===== src/rtl/axi_reg_slice_pkg.sv =====
// rtl/axi_reg_slice_pkg.sv - shared AXI channel structs and slice default constants
package axi_reg_slice_pkg;

  localparam int AXI_ID_W   = 4;
  localparam int AXI_ADDR_W = 32;
  localparam int AXI_DATA_W = 32;
  localparam int AXI_LEN_W  = 8;

  localparam int AXI_SLICE_DEPTH_DEF      = 2;
  localparam int AXI_SLICE_DATA_DEPTH_DEF = 2 * AXI_SLICE_DEPTH_DEF;
  localparam int AXI_SLICE_OUTS_DEF       = 8;

  // valid is the MSB of every channel struct; the rest is the beat payload
  typedef struct packed {
    logic                  valid;
    logic [AXI_ID_W-1:0]   id;
    logic [AXI_ADDR_W-1:0] addr;
    logic [AXI_LEN_W-1:0]  len;
    logic [2:0]            size;
    logic [1:0]            burst;
  } ax_chan_t;

  typedef struct packed {
    logic                    valid;
    logic [AXI_DATA_W-1:0]   data;
    logic [AXI_DATA_W/8-1:0] strb;
    logic                    last;
  } w_chan_t;

  typedef struct packed {
    logic                  valid;
    logic [AXI_ID_W-1:0]   id;
    logic [AXI_DATA_W-1:0] data;
    logic [1:0]            resp;
    logic                  last;
  } r_chan_t;

  typedef struct packed {
    logic                valid;
    logic [AXI_ID_W-1:0] id;
    logic [1:0]          resp;
  } b_chan_t;

  typedef struct packed {
    logic ready;
  } rdy_t;

  function automatic int cnt_width(input int max_val);
    return $clog2(max_val + 1);
  endfunction

endpackage


===== src/rtl/AxiIO.sv =====
// rtl/AxiIO.sv - AXI bundle; m* members are driven by the master, s* members by the slave
interface AxiIO;
  import axi_reg_slice_pkg::*;

  ax_chan_t mar;
  ax_chan_t maw;
  w_chan_t  mw;
  rdy_t     mr;
  rdy_t     mb;
  rdy_t     sar;
  rdy_t     saw;
  rdy_t     sw;
  r_chan_t  sr;
  b_chan_t  sb;

  modport master (
    output mar, maw, mw, mr, mb,
    input  sar, saw, sw, sr, sb
  );

  modport slave (
    input  mar, maw, mw, mr, mb,
    output sar, saw, sw, sr, sb
  );
endinterface


===== src/rtl/axi_chan_fifo.sv =====
// rtl/axi_chan_fifo.sv - single-channel valid/ready FIFO, power-of-2 depth, wrap-bit pointers
module axi_chan_fifo #(
  parameter int DEPTH = 2,
  parameter int WIDTH = 8
) (
  input  logic             clk,
  input  logic             rst,
  input  logic             in_valid,
  output logic             in_ready,
  input  logic [WIDTH-1:0] in_data,
  output logic             out_valid,
  input  logic             out_ready,
  output logic [WIDTH-1:0] out_data
);

  localparam int AW = $clog2(DEPTH);
  localparam int PW = AW + 1;

  logic [PW-1:0]    wr_ptr_q, wr_ptr_d;
  logic [PW-1:0]    rd_ptr_q, rd_ptr_d;
  logic             rdy_en_q;
  logic [WIDTH-1:0] mem_q [DEPTH];
  logic             full;
  logic             empty;
  logic             push;
  logic             pop;

  assign empty = (wr_ptr_q == rd_ptr_q);
  assign full  = (wr_ptr_q[AW-1:0] == rd_ptr_q[AW-1:0]) && (wr_ptr_q[AW] != rd_ptr_q[AW]);

  // Ready depends only on flops, so a full FIFO rejects a push even in a pop cycle
  assign in_ready  = rdy_en_q && !full;
  assign out_valid = !empty;
  assign out_data  = mem_q[rd_ptr_q[AW-1:0]];

  assign push = in_valid && in_ready;
  assign pop  = out_valid && out_ready;

  assign wr_ptr_d = wr_ptr_q + PW'(push);
  assign rd_ptr_d = rd_ptr_q + PW'(pop);

  always_ff @(posedge clk or negedge rst) begin
    if (!rst) begin
      wr_ptr_q <= '0;
      rd_ptr_q <= '0;
      rdy_en_q <= 1'b0;
    end else begin
      wr_ptr_q <= wr_ptr_d;
      rd_ptr_q <= rd_ptr_d;
      rdy_en_q <= 1'b1;
    end
  end

  always_ff @(posedge clk) begin
    if (push) begin
      mem_q[wr_ptr_q[AW-1:0]] <= in_data;
    end
  end

endmodule


===== src/rtl/axi_reg_slice.sv =====
// rtl/axi_reg_slice.sv - AXI register slice with per-channel FIFOs and outstanding-burst limits
// Optional stall counters (rd_stall_cnt/wr_stall_cnt) are built when AXI_SLICE_STAT_EN is defined.
module axi_reg_slice
  import axi_reg_slice_pkg::*;
#(
  parameter int AR_DEPTH           = AXI_SLICE_DEPTH_DEF,
  parameter int R_DEPTH            = AXI_SLICE_DATA_DEPTH_DEF,
  parameter int AW_DEPTH           = AXI_SLICE_DEPTH_DEF,
  parameter int W_DEPTH            = AXI_SLICE_DATA_DEPTH_DEF,
  parameter int B_DEPTH            = AXI_SLICE_DEPTH_DEF,
  parameter int MAX_RD_OUTSTANDING = AXI_SLICE_OUTS_DEF,
  parameter int MAX_WR_OUTSTANDING = AXI_SLICE_OUTS_DEF
) (
  input  logic        clk,
  input  logic        rst,
  AxiIO.slave         s_axi,
  AxiIO.master        m_axi
`ifdef AXI_SLICE_STAT_EN
  ,
  output logic [31:0] rd_stall_cnt,
  output logic [31:0] wr_stall_cnt
`endif
);

  localparam int RCW = cnt_width(MAX_RD_OUTSTANDING);
  localparam int WCW = cnt_width(MAX_WR_OUTSTANDING);
  localparam logic [RCW-1:0] RD_MAX = RCW'(MAX_RD_OUTSTANDING);
  localparam logic [WCW-1:0] WR_MAX = WCW'(MAX_WR_OUTSTANDING);

  logic [RCW-1:0] rd_cnt_q, rd_cnt_d;
  logic [WCW-1:0] wr_cnt_q, wr_cnt_d;
  logic           rd_limit, wr_limit;
  logic           ar_in_ready, aw_in_ready, w_in_ready, r_in_ready, b_in_ready;
  logic           ar_up_ready, aw_up_ready;
  logic           ar_out_valid, aw_out_valid, w_out_valid, r_out_valid, b_out_valid;
  logic           ar_hs, aw_hs, r_last_hs, b_hs;
  ax_chan_t       ar_raw, ar_head, aw_raw, aw_head;
  w_chan_t        w_raw, w_head;
  r_chan_t        r_raw, r_head;
  b_chan_t        b_raw, b_head;

  assign rd_limit    = (rd_cnt_q == RD_MAX);
  assign wr_limit    = (wr_cnt_q == WR_MAX);
  assign ar_up_ready = ar_in_ready && !rd_limit;
  assign aw_up_ready = aw_in_ready && !wr_limit;

  axi_chan_fifo #(.DEPTH(AR_DEPTH), .WIDTH($bits(ax_chan_t))) u_ar_fifo (
    .clk      (clk),
    .rst      (rst),
    .in_valid (s_axi.mar.valid && !rd_limit),
    .in_ready (ar_in_ready),
    .in_data  (s_axi.mar),
    .out_valid(ar_out_valid),
    .out_ready(m_axi.sar.ready),
    .out_data (ar_raw)
  );

  axi_chan_fifo #(.DEPTH(AW_DEPTH), .WIDTH($bits(ax_chan_t))) u_aw_fifo (
    .clk      (clk),
    .rst      (rst),
    .in_valid (s_axi.maw.valid && !wr_limit),
    .in_ready (aw_in_ready),
    .in_data  (s_axi.maw),
    .out_valid(aw_out_valid),
    .out_ready(m_axi.saw.ready),
    .out_data (aw_raw)
  );

  // W is deliberately not gated by wr_cnt: data may run ahead of its address
  axi_chan_fifo #(.DEPTH(W_DEPTH), .WIDTH($bits(w_chan_t))) u_w_fifo (
    .clk      (clk),
    .rst      (rst),
    .in_valid (s_axi.mw.valid),
    .in_ready (w_in_ready),
    .in_data  (s_axi.mw),
    .out_valid(w_out_valid),
    .out_ready(m_axi.sw.ready),
    .out_data (w_raw)
  );

  axi_chan_fifo #(.DEPTH(R_DEPTH), .WIDTH($bits(r_chan_t))) u_r_fifo (
    .clk      (clk),
    .rst      (rst),
    .in_valid (m_axi.sr.valid),
    .in_ready (r_in_ready),
    .in_data  (m_axi.sr),
    .out_valid(r_out_valid),
    .out_ready(s_axi.mr.ready),
    .out_data (r_raw)
  );

  axi_chan_fifo #(.DEPTH(B_DEPTH), .WIDTH($bits(b_chan_t))) u_b_fifo (
    .clk      (clk),
    .rst      (rst),
    .in_valid (m_axi.sb.valid),
    .in_ready (b_in_ready),
    .in_data  (m_axi.sb),
    .out_valid(b_out_valid),
    .out_ready(s_axi.mb.ready),
    .out_data (b_raw)
  );

  // Stored valid bits are stale; each head's valid comes from FIFO occupancy
  always_comb begin
    ar_head       = ar_raw;
    ar_head.valid = ar_out_valid;
    aw_head       = aw_raw;
    aw_head.valid = aw_out_valid;
    w_head        = w_raw;
    w_head.valid  = w_out_valid;
    r_head        = r_raw;
    r_head.valid  = r_out_valid;
    b_head        = b_raw;
    b_head.valid  = b_out_valid;
  end

  assign m_axi.mar = ar_head;
  assign m_axi.maw = aw_head;
  assign m_axi.mw  = w_head;
  assign m_axi.mr  = '{ready: r_in_ready};
  assign m_axi.mb  = '{ready: b_in_ready};
  assign s_axi.sar = '{ready: ar_up_ready};
  assign s_axi.saw = '{ready: aw_up_ready};
  assign s_axi.sw  = '{ready: w_in_ready};
  assign s_axi.sr  = r_head;
  assign s_axi.sb  = b_head;

  assign ar_hs     = s_axi.mar.valid && ar_up_ready;
  assign aw_hs     = s_axi.maw.valid && aw_up_ready;
  assign r_last_hs = r_out_valid && s_axi.mr.ready && r_head.last;
  assign b_hs      = b_out_valid && s_axi.mb.ready;

  always_comb begin
    rd_cnt_d = rd_cnt_q;
    if (ar_hs && !r_last_hs) begin
      rd_cnt_d = rd_cnt_q + RCW'(1);
    end else if (!ar_hs && r_last_hs) begin
      rd_cnt_d = rd_cnt_q - RCW'(1);
    end
  end

  always_comb begin
    wr_cnt_d = wr_cnt_q;
    if (aw_hs && !b_hs) begin
      wr_cnt_d = wr_cnt_q + WCW'(1);
    end else if (!aw_hs && b_hs) begin
      wr_cnt_d = wr_cnt_q - WCW'(1);
    end
  end

  always_ff @(posedge clk or negedge rst) begin
    if (!rst) begin
      rd_cnt_q <= '0;
      wr_cnt_q <= '0;
    end else begin
      rd_cnt_q <= rd_cnt_d;
      wr_cnt_q <= wr_cnt_d;
    end
  end

`ifdef AXI_SLICE_STAT_EN
  logic [31:0] rd_stall_q, rd_stall_d;
  logic [31:0] wr_stall_q, wr_stall_d;

  always_comb begin
    rd_stall_d = rd_stall_q;
    wr_stall_d = wr_stall_q;
    if (s_axi.mar.valid && !ar_up_ready && (rd_stall_q != 32'hFFFF_FFFF)) begin
      rd_stall_d = rd_stall_q + 32'd1;
    end
    if (s_axi.maw.valid && !aw_up_ready && (wr_stall_q != 32'hFFFF_FFFF)) begin
      wr_stall_d = wr_stall_q + 32'd1;
    end
  end

  always_ff @(posedge clk or negedge rst) begin
    if (!rst) begin
      rd_stall_q <= '0;
      wr_stall_q <= '0;
    end else begin
      rd_stall_q <= rd_stall_d;
      wr_stall_q <= wr_stall_d;
    end
  end

  assign rd_stall_cnt = rd_stall_q;
  assign wr_stall_cnt = wr_stall_q;
`endif

`ifndef SYNTHESIS
  // The ready gating makes overflow impossible; underflow means a protocol-violating slave
  always @(posedge clk) begin
    if (rst) begin
      assert (!(rd_limit && ar_hs && !r_last_hs));
      assert (!((rd_cnt_q == '0) && r_last_hs && !ar_hs));
      assert (!(wr_limit && aw_hs && !b_hs));
      assert (!((wr_cnt_q == '0) && b_hs && !aw_hs));
    end
  end
`endif

endmodule


===== src/flat_wrapper.sv =====
// flat-port wrapper written by rule: the top's interface ports become plain ports
module axi_reg_slice_flat import axi_reg_slice_pkg::*;
#(
  parameter int AR_DEPTH           = AXI_SLICE_DEPTH_DEF,
  parameter int R_DEPTH            = AXI_SLICE_DATA_DEPTH_DEF,
  parameter int AW_DEPTH           = AXI_SLICE_DEPTH_DEF,
  parameter int W_DEPTH            = AXI_SLICE_DATA_DEPTH_DEF,
  parameter int B_DEPTH            = AXI_SLICE_DEPTH_DEF,
  parameter int MAX_RD_OUTSTANDING = AXI_SLICE_OUTS_DEF,
  parameter int MAX_WR_OUTSTANDING = AXI_SLICE_OUTS_DEF
)
  (clk, rst, s_axi_mar, s_axi_maw, s_axi_mw, s_axi_mr, s_axi_mb, s_axi_sar, s_axi_saw, s_axi_sw, s_axi_sr, s_axi_sb, m_axi_mar, m_axi_maw, m_axi_mw, m_axi_mr, m_axi_mb, m_axi_sar, m_axi_saw, m_axi_sw, m_axi_sr, m_axi_sb);
  AxiIO s_axi_i ();
  AxiIO m_axi_i ();
  input  logic clk;
  input  logic rst;
  input wire logic [$bits(s_axi_i.mar)-1:0] s_axi_mar;
  input wire logic [$bits(s_axi_i.maw)-1:0] s_axi_maw;
  input wire logic [$bits(s_axi_i.mw)-1:0] s_axi_mw;
  input wire logic [$bits(s_axi_i.mr)-1:0] s_axi_mr;
  input wire logic [$bits(s_axi_i.mb)-1:0] s_axi_mb;
  output wire logic [$bits(s_axi_i.sar)-1:0] s_axi_sar;
  output wire logic [$bits(s_axi_i.saw)-1:0] s_axi_saw;
  output wire logic [$bits(s_axi_i.sw)-1:0] s_axi_sw;
  output wire logic [$bits(s_axi_i.sr)-1:0] s_axi_sr;
  output wire logic [$bits(s_axi_i.sb)-1:0] s_axi_sb;
  output wire logic [$bits(m_axi_i.mar)-1:0] m_axi_mar;
  output wire logic [$bits(m_axi_i.maw)-1:0] m_axi_maw;
  output wire logic [$bits(m_axi_i.mw)-1:0] m_axi_mw;
  output wire logic [$bits(m_axi_i.mr)-1:0] m_axi_mr;
  output wire logic [$bits(m_axi_i.mb)-1:0] m_axi_mb;
  input wire logic [$bits(m_axi_i.sar)-1:0] m_axi_sar;
  input wire logic [$bits(m_axi_i.saw)-1:0] m_axi_saw;
  input wire logic [$bits(m_axi_i.sw)-1:0] m_axi_sw;
  input wire logic [$bits(m_axi_i.sr)-1:0] m_axi_sr;
  input wire logic [$bits(m_axi_i.sb)-1:0] m_axi_sb;
  assign s_axi_i.mar = s_axi_mar;
  assign s_axi_i.maw = s_axi_maw;
  assign s_axi_i.mw = s_axi_mw;
  assign s_axi_i.mr = s_axi_mr;
  assign s_axi_i.mb = s_axi_mb;
  assign s_axi_sar = s_axi_i.sar;
  assign s_axi_saw = s_axi_i.saw;
  assign s_axi_sw = s_axi_i.sw;
  assign s_axi_sr = s_axi_i.sr;
  assign s_axi_sb = s_axi_i.sb;
  assign m_axi_mar = m_axi_i.mar;
  assign m_axi_maw = m_axi_i.maw;
  assign m_axi_mw = m_axi_i.mw;
  assign m_axi_mr = m_axi_i.mr;
  assign m_axi_mb = m_axi_i.mb;
  assign m_axi_i.sar = m_axi_sar;
  assign m_axi_i.saw = m_axi_saw;
  assign m_axi_i.sw = m_axi_sw;
  assign m_axi_i.sr = m_axi_sr;
  assign m_axi_i.sb = m_axi_sb;
  axi_reg_slice #(.AR_DEPTH(AR_DEPTH), .R_DEPTH(R_DEPTH), .AW_DEPTH(AW_DEPTH), .W_DEPTH(W_DEPTH), .B_DEPTH(B_DEPTH), .MAX_RD_OUTSTANDING(MAX_RD_OUTSTANDING), .MAX_WR_OUTSTANDING(MAX_WR_OUTSTANDING)) u_core (.clk(clk), .rst(rst), .s_axi(s_axi_i), .m_axi(m_axi_i));
endmodule

===== config.mk =====
export PLATFORM = sky130hd
export DESIGN_NAME = axi_reg_slice_flat
export DESIGN_NICKNAME = d
export VERILOG_FILES = /design/src/rtl/axi_reg_slice_pkg.sv /design/src/rtl/AxiIO.sv /design/src/rtl/axi_chan_fifo.sv /design/src/rtl/axi_reg_slice.sv /design/src/flat_wrapper.sv
export SDC_FILE = /design/constraint.sdc
export NUM_CORES = 1
export LEC_CHECK = 0
export ABC_AREA = 1
export BUFFER_PORTS_ARGS = -buffer_cell sky130_fd_sc_hd__buf_2
export CAP_MARGIN = 20
export CORE_ASPECT_RATIO = 0.8
export CORE_MARGIN = 8
export CORE_UTILIZATION = 58
export CTS_BUF_LIST = sky130_fd_sc_hd__clkbuf_8
export DETAILED_ROUTE_END_ITERATION = 8
export PLACE_DENSITY = 0.88
export SYNTH_ARGS = -nofsm -noshare
export SYNTH_HDL_FRONTEND = slang
export SYNTH_HIERARCHICAL = 1
export SYNTH_SLANG_ARGS = --single-unit

===== constraint.sdc =====
create_clock -name clk -period 3.2 [get_ports clk]
set_input_delay 0.32 -clock clk [delete_from_list [all_inputs] [get_ports clk]]
set_output_delay 0.32 -clock clk [all_outputs]
set_load 0.01 [all_outputs]

# Word-level counts from Yosys, hierarchy flattened
# Memories as Yosys holds them, arrays and structs flattened.
# Cells that the tools add are included.
[classes]
add_sub_neg = 14
n_eq_ne = 17
muxes = 14
reduce_logical = 49
[ops]
columns = ["operator", "count"]
rows = [
  ["logical AND 1 bit", 31],
  ["zero test 1 bit", 16],
  ["2-to-1 mux 4 bit", 4],
  ["adder 2 x 1 -> 2 bit", 6],
  ["adder 3 x 1 -> 3 bit", 4],
  ["== test 2 bit", 5],
  ["2-to-1 mux 1 bit", 10],
  ["adder 4 x 1 -> 4 bit, second input constant", 2],
  ["== test 4 bit, second input constant", 2],
  ["subtractor 4 x 1 -> 4 bit, second input constant", 2],
  ["== test 3 bit", 2],
  ["inequality test 1 bit", 5],
  ["nonzero test 2 bit", 2],
  ["== test 1 bit", 3],
]
[word_totals]
ff_bits = 33
mem_bits_rw = 526
inputBits = 192
output_inout_bits = 190
wordCells = 112
n_memories = 5
[mem_list]
columns = ["memory", "words", "word_bits", "rd", "rd_ports_with_merged_regs", "write_ports", "line_no", "source"]
rows = [
  ["u_core.u_r_fifo.mem_q", 4, 40, 1, 0, 1, "axi_chan_fifo.sv:22", "logic [WIDTH-1:0] mem_q [DEPTH];"],
  ["u_core.u_w_fifo.mem_q", 4, 38, 1, 0, 1, "axi_chan_fifo.sv:22", ""],
  ["u_core.u_ar_fifo.mem_q", 2, 50, 1, 0, 1, "axi_chan_fifo.sv:22", ""],
  ["u_core.u_aw_fifo.mem_q", 2, 50, 1, 0, 1, "axi_chan_fifo.sv:22", ""],
  ["u_core.u_b_fifo.mem_q", 2, 7, 1, 0, 1, "axi_chan_fifo.sv:22", ""],
]

# Logic depth before layout (Yosys ltp)
# Gate-level depths: netlist (run 1).
[depth]
word_depth = 10
mapped_depth = 18

# By module
# The synthesis (run 1) kept the hierarchy.
[by_module_without_submodules]
columns = ["mod", "instances", "cells_each", "area_each_um2", "seq_area_each_um2"]
rows = [
  ["axi_chan_fifo (u_core.u_ar_fifo ...)", 2, 291, 3908.7, 3128.0],
  ["axi_chan_fifo (u_core.u_r_fifo)", 1, 430, 6306.0, 4979.8],
  ["axi_chan_fifo (u_core.u_w_fifo)", 1, 411, 6002.0, 4739.5],
  ["axi_chan_fifo (u_core.u_b_fifo)", 1, 66, 797.0, 545.5],
  ["axi_reg_slice", 1, 87, 636.9, 200.2],
]

# Least setup slack after synthesis (run 1)
# No wires, ideal clock.
[synth_path]
kind = "flip-flop to flip-flop"
startpoint = "register u_core.u_w_fifo.rd_ptr_q[0]"
endpoint = "memory u_core/u_w_fifo/mem_q[0][0] in the netlist's numbering, enable pin"
setup_ps = 433
t_arrival_ps = 2448
required_time_ps = 2767
path_slack_ps = 318
stages_incl_launch_ff = 7
path_cell_list = "dfrtp_1 > inv_2 > nand2_1 > nand2_1 > nand3_1 > nand3_2 > nor2_1"
[synth_between]
elab_chain_cells = 7
[synth_lines]
columns = ["element", "line_no", "source"]
rows = [
  ["from (decl)", "axi_chan_fifo.sv:20", "logic [PW-1:0] rd_ptr_q, rd_ptr_d;"],
  ["from (signal assigned)", "axi_chan_fifo.sv:49", "rd_ptr_q <= rd_ptr_d;"],
  ["== test 2 bit", "axi_chan_fifo.sv:29", "assign full = (wr_ptr_q[AW-1:0] == rd_ptr_q[AW-1:0]) && (wr_ptr_q[AW] != rd_ptr_q[AW]);"],
  ["logical AND 1 bit", "axi_chan_fifo.sv:29", ""],
  ["zero test 1 bit", "axi_chan_fifo.sv:32", "assign in_ready = rdy_en_q && !full;"],
  ["logical AND 1 bit", "axi_chan_fifo.sv:32", ""],
  ["logical AND 1 bit", "axi_chan_fifo.sv:36", "assign push = in_valid && in_ready;"],
  ["2-to-1 mux 1 bit", "axi_chan_fifo.sv:55", "if (push) begin"],
  ["2-to-1 mux 1 bit (not written as such)", "axi_chan_fifo.sv:56", "mem_q[wr_ptr_q[AW-1:0]] <= in_data;"],
  ["to (decl)", "axi_chan_fifo.sv:22", ""],
]
# Every way passes these cells.

# Worst setup path in the final report (run 1)
[layout_path]
startpoint = "register u_core.u_w_fifo.rd_ptr_q[0]"
endpoint = "output port m_axi_mw[31]"
[layout_between]
elab_chain_cells = 1
[layout_lines]
columns = ["element", "line_no", "source"]
rows = [
  ["memory (4 x 38 bit)", "--", ""],
  ["to (decl)", "flat_wrapper.sv:29", "output wire logic [$bits(m_axi_i.mw)-1:0] m_axi_mw;"],
]
# Every way passes these cells.

==> impl_metrics.toml, run 1 <==
[power_and_ir_drop]
pwr-share-comb_pct = 35.7
pwr-share-clk_pct = 23.4
p_leak_nw = 10.7
vdd_drop_max_v = 0.000693
p_seq_share_pct = 40.9
p_total_mw = 23.3
power_switching_mw = 8.92
p_per_area_mw_per_mm2 = 872
swShare_pct = 38.3
internal_power_mw = 14.4

[grt]
track_usage_pct = 27.1
gr-total-overflow = 0
grt_antenna_before_repair = 5
grt_pass1_wl_mm = 91.0
grt_pass1_vias = 15600
grt_max_degree = 75

[logic_synthesis]
synth_nets = 1760
syn-cell-area_sq_mm = 0.0211
syn_area_per_cell_sq_um = 13.6
yosysWarnings = 6
syn_inst = 1543

[floorplanning]
num_io_pins = 382
num_rows = 62
die_area_sq_mm = 0.0427
die_w_um = 229
initial_core_util_pct = 58.8
core_area_sq_mm = 0.0358
die_h_um = 186

[layout]
post-route-util_pct = 74.4
drive_above_1_share_pct = 24.7
nNetsFinal = 2354
n_fill_cell = 1979
area_growth_pct = 26.7
stdcell_count = 2688

[worst_setup_path]
critPathArrivalTime_ns = 2.50
rrSetupSlack_ns = 1.03
crit_cells = 5
end_kind = "output port"
crit_type = "reg2out"
critPathBufInv = 3
startpoint = "u_core/u_w_fifo/rd_ptr_q[0]"
cp_max_fo = 74
cp_slowest_stage_delay_ns = 0.60
r2r-end = "u_core/wr_cnt_q[3]"
cp-start-kind = "flip-flop"
endpoint = "m_axi_mw[31]"
path_delay_family = "buffers and inverters"
path_cells = "inv_2 -> buf_4 -> o21ai_0 -> o22ai_1 -> buf_2"
slowest_stage = "buf_4"
required_ns = 2.88
r2r_start = "u_core/u_b_fifo/rd_ptr_q[0]"
ff2ff_path_depth = 12

[detailed_routing]
dr.pass1.iters = 6
dr_total_vias = 15300
post_drt_wl_per_cell_um = 22.2
drc_errors = 0
routed_wl_mm = 59.7
viasPerCell = 5.68
ant_nets = 0
initialDrtViolationCount = 2076

[min_path]
hold_path_class = "in2reg"

[clocking]
clock_sinks = 549
insertion_delay_ns = 0.63
cts_root_buffer = "clkbuf_8"
cts_max_path_buffers = 3
htreeDepth = 3
tritoncts = "yes"
ctsResizeCount = 0
clk_pin_slew_ns = 0.06
cts_buffers = 82

[sta]
fin_skew_ns = 0.0390
fmax_ghz = 0.354
drv_slew = 0
setup_violations = 0
rsz0062_at_grt = "false"
finalHoldViolations = 0
tns_ns = 0
period_share_pct = 88.2
relSlewSlack_pct = 40.8
fin_crit_ns = 2.82
worstMarginPinSlew_ns = 0.889

[place]
placedCellCount = 2351
gp_congestion = 0.806
hpwl_mm = 30.7
numPortBuffers = 381

[flow_run]
drv_cap = 0

[status]
status = "complete, no violations"
==> metal layers <==
layer / track usage (%) / wire length [um]
met2: 46.9 / 30400
met4: 13.0 / 2830
met5: 0 / 13
met3: 6.65 / 6450
met1: 31.7 / 20100
==> state kept, by name (all words and copies together) (netlist names), 2 cells and up <==
signal / cells
u_core/u_r_fifo/mem_q: 156
u_core/u_w_fifo/mem_q: 148
u_core/u_ar_fifo/mem_q: 98
u_core/u_aw_fifo/mem_q: 98
u_core/u_b_fifo/mem_q: 12
u_core/rd_cnt_q: 4
u_core/wr_cnt_q: 4
u_core/u_r_fifo/rd_ptr_q: 3
u_core/u_r_fifo/wr_ptr_q: 3
u_core/u_w_fifo/rd_ptr_q: 3
u_core/u_w_fifo/wr_ptr_q: 3
u_core/u_ar_fifo/rd_ptr_q: 2
u_core/u_ar_fifo/wr_ptr_q: 2
u_core/u_aw_fifo/rd_ptr_q: 2
u_core/u_aw_fifo/wr_ptr_q: 2
u_core/u_b_fifo/rd_ptr_q: 2
u_core/u_b_fifo/wr_ptr_q: 2
==> through the flow <==
stage	cell area, sq um	hold WS (ns)	setup slack [ns]
3_5_place_dp	23300	0.482	1.06
3_3_place_gp	23300	0.478	1.11
2_1_floorplan	21100	0.0244	0.362
6_report	26700	0.0638	0.377
4_1_cts	26700	0.00279	0.381
5_1_grt	26700	0.0517	0.248
==> what timing repair did <==
action,in CTS,in global routing
hold buffers,182,0
buffers inserted,0,0
hold endpoints to repair,550,0
==> worst min path at each step <==
stage | startpoint | to | slack [ns] | cells past startpoint
2_1_floorplan | rst | u_core/rd_cnt_q[0] | 0.02 | 0
3_3_place_gp | u_core/u_r_fifo/rd_ptr_q[2] | u_core/u_r_fifo/rd_ptr_q[2] | 0.48 | 1
3_5_place_dp | u_core/u_aw_fifo/wr_ptr_q[1] | u_core/u_aw_fifo/wr_ptr_q[1] | 0.48 | 1
4_1_cts | s_axi_mr | u_core/u_r_fifo/rd_ptr_q[0] | 0.003 | 4
5_1_grt | s_axi_mr | u_core/u_r_fifo/rd_ptr_q[0] | 0.05 | 4
6_report | s_axi_mr | u_core/u_r_fifo/rd_ptr_q[0] | 0.06 | 4
==> layout by cell type, fill, tap and decap left out, drive strengths merged, types with 3 or more instances in the layout <==
cell,n
xnor2,4
a21boi,3
buf,405
clkbuf,85
xor2,10
nand3,9
ha,23
o22ai,76
inv,80
diode,5
nand2,400
conb,5
dlygate4sd3,182
nor2,171
clkinv,36
dfrtp,37
edfxtp,512
o21ai,154
==> power by group through the flow <==
stage	logic [mW]	registers, mW	clock network (mW)
floorplan	5.03	9.48	0
global route	8.95	9.59	5.83
CTS	8.02	9.45	5.40
finish	8.31	9.52	5.44
global placement	7.48	9.52	0
detailed placement	7.76	9.59	0
==> worst reg2reg max path: stages (launching register included) <==
cell and delay, ns:
dfrtp_1 0.59, nand2_1 0.16, nand2_4 0.12, nand2_1 0.07
nand2_1 0.08, ha_1 0.18, inv_1 0.10, ha_1 0.31
or2_1 0.23, nand2_1 0.07, nand2_1 0.05, nand3_1 0.06
nand2_1 0.05
==> cell type report <==
class                           instances  area [sq um]  area share [%]
Tap cell                              480           601            2.25
Multi-Input combinational cell        863          4100            15.4
Antenna cell                            5          12.5          0.0469
Clock inverter                         65           358            1.34
Sequential cell                       549         16300            61.1
Inverter                               54           215           0.807
Timing Repair Buffer                  587          3920            14.7
Clock buffer                           85          1170            4.39
No activity file was read; power rests on OpenSTA's default activity.
==> run 2: changes to the inputs <==
Settings changed: HOLD_SLACK_MARGIN set to 0.1.
Clock period 3.2 ns to 2.63 ns, I/O delays scaled along.
==> run 2 against run 1 <==
  * Clock-buffer cell count decreased by 1
  * Cell count increased by 0.56%
  * Global-route usage decreased by 0.33 points
  * Setup slack got worse by 0.27 ns
==> impl_metrics.toml, run 2 (synthesis results as in run 1) <==
[status]
status = "complete, no violations"

[clocking]
cts_buffers = 82
clk_pin_slew_ns = 0.07
tritoncts = "yes"
cts_max_path_buffers = 3
insertion_delay_ns = 0.64
htreeDepth = 3
cts_root_buffer = "clkbuf_8"
clock_sinks = 549

[grt]
track_usage_pct = 26.8
grt_pass1_wl_mm = 89.7
grt_pass1_vias = 15700
grt_antenna_before_repair = 12
grt_max_degree = 75
gr-total-overflow = 0

[place]
gp_congestion = 0.801
numPortBuffers = 381
hpwl_mm = 31.4
dpl-instance-area_sq_mm = 0.0235
dp_slack_ns = 0.334

[worst_setup_path]
critPathBufInv = 3
cp_slowest_stage_delay_ns = 0.45
critPathArrivalTime_ns = 2.26
slowest_stage = "dfrtp_1"
path_cells = "inv_2 -> buf_4 -> o21ai_0 -> o22ai_1 -> buf_2"
crit_type = "reg2out"
path_delay_family = "buffers and inverters"
cp_max_fo = 37
required_ns = 2.37
end_kind = "output port"
cp-start-kind = "flip-flop"

[sta]
fmax_ghz = 0.397
fin_ws_ns = 0.111
period_share_pct = 95.8
fin_crit_ns = 2.52
finalHoldViolations = 0
fin_skew_ns = 0.0430
setup_violations = 0
relSlewSlack_pct = 39.1
worstMarginPinSlew_ns = 0.913
drv_slew = 0

[floorplanning]
initial_core_util_pct = 58.8
die_w_um = 229
num_io_pins = 382
die_h_um = 186
die_area_sq_mm = 0.0427
core_area_sq_mm = 0.0358
num_rows = 62

[detailed_routing]
post_drt_wl_per_cell_um = 22.1
initialDrtViolationCount = 2074
dr.pass1.iters = 6
dr_total_vias = 15400
viasPerCell = 5.70
routed_wl_mm = 59.8
drc_errors = 0
ant_nets = 0

[layout]
final_common_cell = "edfxtp_1"
largest_reg_flops = 156
n_fill_cell = 1949
layout_common_cells = "edfxtp_1, nand2_1, buf_2, dlygate4sd3_1, nor2_1"
nNetsFinal = 2361
area_growth_pct = 27.7
final_area_sq_mm = 0.0269
drive_above_1_share_pct = 24.6

[flow_run]
drv_cap = 0

[power_and_ir_drop]
p_per_area_mw_per_mm2 = 1050
vdd_drop_max_v = 0.000926
p_leak_nw = 10.8

[min_path]
hold_path_class = "in2reg"
## run 2: final cells by class
cell class	instances	area (sq um)	area share (%)
Tap cell	480	601	2.23
Multi-Input combinational cell	863	4100	15.2
Timing Repair Buffer	594	4190	15.6
Clock buffer	84	1160	4.30
Clock inverter	63	289	1.07
Inverter	54	215	0.800
Sequential cell	549	16300	60.6
Antenna cell	16	40.0	0.149
## run 2: tightest hold or removal path: cells and delay by family
family,cells,cell delay [ns]
adders and majority gates,1,0.12
buffers and inverters,2,0.22
and+or+nand+nor,1,0.16
## run 2: layer usage
metal	part of all wire (%)	wire [um]	GRT usage, %	up-vias
li1	-	-	-	6663
met5	0	0	0	-
met2	52	31000	47.2	1161
met4	4.0	2400	11.9	0
met3	10	6230	6.93	193
met1	34	20200	30.7	7382
## run 2: power by group
part / switching [mW] / internal (mW)
sequential: 0.654 / 11.0
combinational: 6.84 / 3.45
clock: 3.35 / 3.00
## run 2: final timing paths
path,from,depth (start not counted),endpoint,slack (ns)
setup / recovery,u_core/u_r_fifo/rd_ptr_q[1],5,s_axi_sr[13],0.11
hold reg to reg,u_core/u_b_fifo/wr_ptr_q[1],1,u_core/u_b_fifo/wr_ptr_q[1],0.49
max in group asynchronous,rst,2,u_core/u_w_fifo/rd_ptr_q[0],1.68
setup reg to reg,u_core/u_aw_fifo/rd_ptr_q[0],15,u_core/wr_cnt_q[3],0.29
hold / removal,m_axi_sr[39],4,u_core/u_r_fifo/wr_ptr_q[0],0.19
min in group asynchronous,rst,2,u_core/u_r_fifo/rd_ptr_q[0],0.33
## run 2: stage by stage
stage          hold slack [ns]  total power, mW  std cells    TNS, ns  util [%]
4_1_cts                  0.115             27.7       2686          0      74.8
2_1_floorplan          -0.0326             17.7       1543     -30.84         -
5_1_grt                  0.156             29.6       2699  -0.000274      75.0
3_3_place_gp             0.438             20.8       2352          0      65.5
3_5_place_dp             0.454             21.2       2352          0      65.5
6_report                 0.191             28.3       2703          0      75.0
## run 2: repair_timing
| item | in CTS | in global routing |
|---|---|---|
| resized for setup | 3 | 5 |
| buffers inserted | 0 | 0 |
| setup endpoints to repair | 38 | 14 |
| pin swaps | 0 | 1 |
| hold buffers | 187 | 0 |
| gates cloned | 0 | 1 |
| hold endpoints to repair | 557 | 0 |
